[src/rtl/mmult_pkg.sv]
// Shared definitions for the matrix-multiply sequencer: state encoding,
// default geometry and the expected cycle count of one job.
package mmult_pkg;

    localparam int N_DEFAULT  = 4;
    localparam int AW_DEFAULT = 14;
    localparam int DW_DEFAULT = 32;

    typedef enum logic [2:0] {
        IDLE = 3'd0,
        RD_A = 3'd1,
        RD_B = 3'd2,
        MAC  = 3'd3,
        WR   = 3'd4,
        DONE = 3'd5
    } state_t;

    // Cycles from the first RD_A cycle to the DONE cycle when the memory
    // grants every request immediately: N*N elements of 3N+1 cycles each.
    function automatic int unsigned mmult_cycles(input int unsigned n);
        return n * n * (3 * n + 1);
    endfunction

endpackage

[src/rtl/mmult_index_ctr.sv]
// Nested i/j/k loop counters for the sequencer plus the three running
// address pointers. Addresses are produced by incremental adds only, so no
// multiplier sits on the address path; all pointer arithmetic wraps at 2^AW.
module mmult_index_ctr
    import mmult_pkg::*;
#(
    parameter int N  = N_DEFAULT,
    parameter int AW = AW_DEFAULT
) (
    input  logic          clk,
    input  logic          rst,
    input  logic          clear,
    input  logic          step_k,
    input  logic          step_ij,
    input  logic [AW-1:0] a_base,
    input  logic [AW-1:0] b_base,
    input  logic [AW-1:0] s_base,
    output logic [AW-1:0] a_addr,
    output logic [AW-1:0] b_addr,
    output logic [AW-1:0] s_addr,
    output logic          k_last,
    output logic          elem_last
);

    localparam int            CW       = (N > 1) ? $clog2(N) : 1;
    localparam logic [CW-1:0] LAST     = CW'(N - 1);
    localparam logic [AW-1:0] ROW_STEP = AW'(N);

    logic [CW-1:0] i_q, i_d, j_q, j_d, k_q, k_d;
    // a_row: A address of element (i,0); b_col: B address of element (0,j)
    logic [AW-1:0] a_ptr_q, a_ptr_d, b_ptr_q, b_ptr_d, s_ptr_q, s_ptr_d;
    logic [AW-1:0] a_row_q, a_row_d, b_col_q, b_col_d, b_base_q, b_base_d;

    // Counter and pointer registers.
    always_ff @(posedge clk) begin
        if (rst) begin
            i_q      <= '0;
            j_q      <= '0;
            k_q      <= '0;
            a_ptr_q  <= '0;
            b_ptr_q  <= '0;
            s_ptr_q  <= '0;
            a_row_q  <= '0;
            b_col_q  <= '0;
            b_base_q <= '0;
        end else begin
            i_q      <= i_d;
            j_q      <= j_d;
            k_q      <= k_d;
            a_ptr_q  <= a_ptr_d;
            b_ptr_q  <= b_ptr_d;
            s_ptr_q  <= s_ptr_d;
            a_row_q  <= a_row_d;
            b_col_q  <= b_col_d;
            b_base_q <= b_base_d;
        end
    end

    // Next-state: clear loads the bases, step_k walks along k, step_ij
    // moves to the next output element (j inner, i outer).
    always_comb begin
        i_d      = i_q;
        j_d      = j_q;
        k_d      = k_q;
        a_ptr_d  = a_ptr_q;
        b_ptr_d  = b_ptr_q;
        s_ptr_d  = s_ptr_q;
        a_row_d  = a_row_q;
        b_col_d  = b_col_q;
        b_base_d = b_base_q;
        if (clear) begin
            i_d      = '0;
            j_d      = '0;
            k_d      = '0;
            a_ptr_d  = a_base;
            b_ptr_d  = b_base;
            s_ptr_d  = s_base;
            a_row_d  = a_base;
            b_col_d  = b_base;
            b_base_d = b_base;
        end else if (step_ij) begin
            k_d     = '0;
            s_ptr_d = s_ptr_q + AW'(1);
            if (j_q == LAST) begin
                j_d     = '0;
                i_d     = (i_q == LAST) ? '0 : i_q + CW'(1);
                a_row_d = a_row_q + ROW_STEP;
                a_ptr_d = a_row_q + ROW_STEP;
                b_col_d = b_base_q;
                b_ptr_d = b_base_q;
            end else begin
                j_d     = j_q + CW'(1);
                a_ptr_d = a_row_q;
                b_col_d = b_col_q + AW'(1);
                b_ptr_d = b_col_q + AW'(1);
            end
        end else if (step_k) begin
            k_d     = k_q + CW'(1);
            a_ptr_d = a_ptr_q + AW'(1);
            b_ptr_d = b_ptr_q + ROW_STEP;
        end
    end

    assign a_addr    = a_ptr_q;
    assign b_addr    = b_ptr_q;
    assign s_addr    = s_ptr_q;
    assign k_last    = (k_q == LAST);
    assign elem_last = (i_q == LAST) && (j_q == LAST);

endmodule

[src/rtl/mmult_sequencer.sv]
// Matrix-multiply sequencer: S = A x B for NxN matrices in data memory,
// using one word-wide request/grant memory port. All outputs are decoded
// from registered state, so mem_gnt never reaches an output combinationally.
module mmult_sequencer
    import mmult_pkg::*;
#(
    parameter int N  = N_DEFAULT,
    parameter int AW = AW_DEFAULT,
    parameter int DW = DW_DEFAULT
) (
    input  logic          clk,
    input  logic          rst,
    input  logic          start,
    input  logic [AW-1:0] a_base,
    input  logic [AW-1:0] b_base,
    input  logic [AW-1:0] s_base,
    output logic          busy,
    output logic          done,
    output logic          mem_req,
    output logic          mem_we,
    output logic [AW-1:0] mem_addr,
    output logic [DW-1:0] mem_wdata,
    input  logic          mem_gnt,
    input  logic [DW-1:0] mem_rdata
);

    state_t        state_q, state_d;
    logic [DW-1:0] a_reg_q, a_reg_d;
    logic [DW-1:0] acc_q, acc_d;
    // Marks the first RD_B cycle, the only one in which the A word is valid.
    logic          rdb_first_q, rdb_first_d;

    logic          idx_clear, idx_step_k, idx_step_ij;
    logic [AW-1:0] a_addr, b_addr, s_addr;
    logic          k_last, elem_last;

    mmult_index_ctr #(
        .N  (N),
        .AW (AW)
    ) u_index_ctr (
        .clk       (clk),
        .rst       (rst),
        .clear     (idx_clear),
        .step_k    (idx_step_k),
        .step_ij   (idx_step_ij),
        .a_base    (a_base),
        .b_base    (b_base),
        .s_base    (s_base),
        .a_addr    (a_addr),
        .b_addr    (b_addr),
        .s_addr    (s_addr),
        .k_last    (k_last),
        .elem_last (elem_last)
    );

    // State, operand and accumulator registers; reset discards any partial sum.
    always_ff @(posedge clk) begin
        if (rst) begin
            state_q     <= IDLE;
            a_reg_q     <= '0;
            acc_q       <= '0;
            rdb_first_q <= 1'b0;
        end else begin
            state_q     <= state_d;
            a_reg_q     <= a_reg_d;
            acc_q       <= acc_d;
            rdb_first_q <= rdb_first_d;
        end
    end

    // Next-state logic and counter strobes.
    always_comb begin
        state_d     = state_q;
        a_reg_d     = a_reg_q;
        acc_d       = acc_q;
        rdb_first_d = 1'b0;
        idx_clear   = 1'b0;
        idx_step_k  = 1'b0;
        idx_step_ij = 1'b0;
        unique case (state_q)
            IDLE: begin
                if (start) begin
                    idx_clear = 1'b1;
                    acc_d     = '0;
                    state_d   = RD_A;
                end
            end
            RD_A: begin
                if (mem_gnt) begin
                    rdb_first_d = 1'b1;
                    state_d     = RD_B;
                end
            end
            RD_B: begin
                if (rdb_first_q) begin
                    a_reg_d = mem_rdata;
                end
                if (mem_gnt) begin
                    state_d = MAC;
                end
            end
            MAC: begin
                // Low DW bits of the product; the sum wraps mod 2^DW.
                acc_d = acc_q + a_reg_q * mem_rdata;
                if (k_last) begin
                    state_d = WR;
                end else begin
                    idx_step_k = 1'b1;
                    state_d    = RD_A;
                end
            end
            WR: begin
                if (mem_gnt) begin
                    acc_d       = '0;
                    idx_step_ij = 1'b1;
                    state_d     = elem_last ? DONE : RD_A;
                end
            end
            DONE: begin
                state_d = IDLE;
            end
            default: begin
                state_d = IDLE;
            end
        endcase
    end

    // Memory port decode; request fields only depend on registered values,
    // so they hold steady while a request waits for its grant.
    always_comb begin
        mem_req   = 1'b0;
        mem_we    = 1'b0;
        mem_addr  = '0;
        mem_wdata = '0;
        unique case (state_q)
            RD_A: begin
                mem_req  = 1'b1;
                mem_addr = a_addr;
            end
            RD_B: begin
                mem_req  = 1'b1;
                mem_addr = b_addr;
            end
            WR: begin
                mem_req   = 1'b1;
                mem_we    = 1'b1;
                mem_addr  = s_addr;
                mem_wdata = acc_q;
            end
            default: begin
            end
        endcase
    end

    assign busy = (state_q != IDLE);
    assign done = (state_q == DONE);

endmodule

[config.mk]
export PLATFORM = sky130hd
export DESIGN_NAME = mmult_sequencer
export DESIGN_NICKNAME = d
export VERILOG_FILES = /design/src/rtl/mmult_pkg.sv /design/src/rtl/mmult_index_ctr.sv /design/src/rtl/mmult_sequencer.sv
export SDC_FILE = /design/constraint.sdc
export NUM_CORES = 2
export LEC_CHECK = 0
export BUFFER_PORTS_ARGS = -buffer_cell sky130_fd_sc_hd__buf_2
export CORE_ASPECT_RATIO = 0.75
export CORE_MARGIN = 10
export CORE_UTILIZATION = 53
export DETAILED_ROUTE_END_ITERATION = 7
export GPL_ROUTABILITY_DRIVEN = 1
export PLACE_DENSITY = 0.73
export SLEW_MARGIN = 20
export SYNTH_ARGS = -nofsm -noshare
export SYNTH_HDL_FRONTEND = slang
export SYNTH_SLANG_ARGS = --single-unit
[constraint.sdc]
create_clock -name clk -period 6.85 [get_ports clk]
set_input_delay 0.685 -clock clk [delete_from_list [all_inputs] [get_ports clk]]
set_output_delay 0.685 -clock clk [all_outputs]
set_load 0.01 [all_outputs]
==> qor.txt <==
Core Area: 45900 um2
CTS root buf: clkbuf_16
CP Data Required Time: 7200 ps
# hold bufs at CTS: 0
Most frequent cells in the layout: inv_1, fa_1, nand2_1, and2_1, buf_4
Slowest-stage cell, CP: fa_1
Synth warnings: 0
Worst slew margin: 0.312
Pwr dens: 87.6 nW/um2
Drt wl/cell: 20.1 um
Final hold vios: 0
Synth Net Count: 3532
Chip height: 206 um
Area growth from synthesis to layout: 14.0%
Final nets: 3702
Clock-pin slew on the worst setup and hold paths: 70 ps
Crit share post-route: 0.983
Initial antenna violation count: 4
Vias in the first global route: 21300
Die area: 55200 um2
Crit. End Element: register
Number of synthesized register bits: 158
Ports: 128
Maximum number of pins on one net before global-route repair: 73
EDFF count, synth: 0
CP top delay family: adder cells
Min Tclk post-route: 6730 ps
Asr flop ratio synth: 0
Worst-skew pair later-pin latency: 460 ps
CTS H-tree depth: 4
Tightest Pin Transition: 1030 ps
Crit-path most repeated cell: fa_1
Total Power: 0.00245 W
Synth Instances: 2884
Routed via count: 20500
Switching Fraction: 0.337
WL met3: 7.77 mm
First-pass GRT wire length: 116 mm
Final Skew: 13.0 ps
Cells along the critical path: buf_4, buf_4, and2_1, fa_1, fa_1, fa_1, fa_1, ha_1, ha_1, inv_1, fa_1, fa_1, inv_1, ha_1, or3_4, a211oi_2, or4_4, a31oi_4, nor4b_4, o31ai_2, xor2_1, a22o_1
P_sw: 0.000823 W
Clock tree buffer depth: 2
Initial Utilization: 0.534
RSZ-0062 raised after global routing: yes
Setup_tns: 0 ps
Antenna Nets Post-Route: 0
Worst Path Arrival: 7080 ps
# DRC: 0
DRT iter0 DRCs: 1853
Register area: 3210 um2
P_leak: 13.3 nW
Area taken by multi-input logic gates: 19000 um2
CTS tree: done
CP max FO: 7
Synthesized area: 24500 um2
WP buf/inv: 4
Yosys cell types: 70
Detailed-routed wire length on met2: 33.0 mm
Row Count: 68
Post-DP HPWL: 58.7 mm
Sequential cell area fraction in the yosys report: 0.129
Vias/cell: 5.59
GRT Util Overall: 0.268
RD Place Congestion: 0.960
Metal-1 WL: 30.6 mm
PortBufs: 127
Most common cell after layout, fill and taps aside: inv_1
Final setup violation count: 0
Layout cells sized above 1: 0.144
F_max: 148 MHz
Combinational power share: 0.187
Crit path largest cell delay: 530 ps
Synth Flop Type: dfxtp_1
Status: finished clean
Fillers: 3957
DRT Pass-1 Iters: 6
Internal power: 0.00162 W
Worst Setup Path Type: register to register
WL final: 73.6 mm
Worst hold path type: register to register
Clock power share: 0.399
Clock sink total: 158
Top Metal Used: met5
Seq pwr share: 0.414
VDD IR max: 138 uV
Fin. max-slew vios: 0
Die W: 268 um
Overflow after GRT: 0
Inserted Clock Buffers: 17
Max_cap viols: 0
Startpoint Class: register
Syn avg cell area: 8.48 um2
## power by group through the flow
stage,clock (W),combinational (W),sequential [W]
after floorplan,0,0.000260,0.00101
after global placement,0,0.000416,0.00103
after detailed placement,0,0.000429,0.00103
after CTS,0.000981,0.000432,0.00101
after global routing,0.00102,0.000496,0.00102
final,0.000975,0.000456,0.00101
## synth_stat cells, types with 2 or more instances
library cell    n  area (um2)
mux2i_1         7        70.1
a21oi_1       147         736
buf_2          12        60.1
nor3_1         26         130
o21bai_1        2        15.0
or4_4           2        22.5
buf_4           2        15.0
a311oi_1       12         105
nand2_1       419        1570
and3_1         10        62.6
o21a_1          7        52.6
ha_1          132        1650
a31oi_1         8        50.1
or3_1           5        31.3
and3b_1         2        17.5
o41ai_1         2        17.5
and4_1          2        17.5
clkbuf_2        3        15.0
a21boi_0        2        15.0
xnor2_1        88         771
o21ai_1         3        15.0
nand3_1        41         205
fa_1          438        8770
inv_1         502        1880
nor2b_1         7        43.8
nand4_1         9        56.3
a221oi_1        3        26.3
a22oi_1        21         158
dfxtp_1       158        3160
nand2b_1        7        43.8
buf_1           9        33.8
o21ai_2         2        17.5
o21ai_0        65         325
clkbuf_1      146         548
a32oi_1         2        17.5
xor2_1         37         324
a21o_1         16         120
nor2_1         91         342
o211ai_1        6        45.0
nor3b_1         5        37.5
and2_1        355        2220
a211oi_1       33         248
a22o_1         11        96.3
## worst register-to-register path: cells and delay by family, from the launching register on
| family | cells | cell delay, ps |
|---|---|---|
| AND/OR/NAND/NOR | 4 | 1110 |
| buffers and inverters | 4 | 480 |
| flip-flops | 1 | 340 |
| AO/OA/AOI/OAI | 4 | 790 |
| adder cells (fa/ha/maj) | 9 | 3720 |
| XOR/XNOR | 1 | 180 |
## state kept, by name (all words and copies together) (netlist names)
name                  flops
u_index_ctr.k_q           2
rdb_first_q               1
u_index_ctr.a_row_q      14
u_index_ctr.j_q           2
acc_q                    32
state_q                   3
u_index_ctr.s_addr       14
a_reg_q                  32
u_index_ctr.b_col_q      14
u_index_ctr.a_addr       14
u_index_ctr.i_q           2
u_index_ctr.b_base_q     14
u_index_ctr.b_addr       14
## metal layers
layer	global-route usage	up-vias
li1	-	9164
met1	0.366	10200
met2	0.421	947
met3	0.0599	136
met4	0.0799	2
met5	0	-
## cell families after synthesis
group           synth area share
flops                      0.129
buf+inv                    0.104
fa+ha+maj                  0.426
xor+xnor                  0.0454
simple gates               0.201
compound gates            0.0914
mux                      0.00286
## layout make-up
class	instances	area share
Multi-Input combinational cell	2052	0.682
Sequential cell	158	0.115
Timing Repair Buffer	323	0.0875
Inverter	502	0.0675
Tap cell	595	0.0267
Clock buffer	17	0.0152
Clock inverter	15	0.00596
Antenna cell	3	0.000269
## per-stage QoR
step / setup WS (ps) / utilization / area (um2) / hold WS [ps] / std cells
after global routing: -17.6 / 0.608 / 27900 / 463 / 3664
after CTS: 0.902 / 0.597 / 27400 / 459 / 3645
after floorplan: -14.7 / - / 24600 / 427 / 2884
after detailed placement: -412 / 0.584 / 26800 / 449 / 3613
after global placement: -269 / 0.584 / 26800 / 438 / 3613
final: 116 / 0.608 / 27900 / 457 / 3665
## worst paths after layout
kind / start / to / slack, ps / cells after the start
max: a_reg_q[5] / acc_q[24] / 120 / 22
min: u_index_ctr.b_base_q[5] / u_index_ctr.b_base_q[5] / 460 / 2
max reg2reg: a_reg_q[5] / acc_q[24] / 120 / 22
min reg2reg: u_index_ctr.b_base_q[5] / u_index_ctr.b_base_q[5] / 460 / 2
## what timing repair did
item,in CTS,in global routing
pin swaps,0,45
gates resized for setup,6,91
buffers inserted,0,12
endpoints found under the setup margin,10,16
gates cloned,0,5
(Power assumes the default switching activity.)
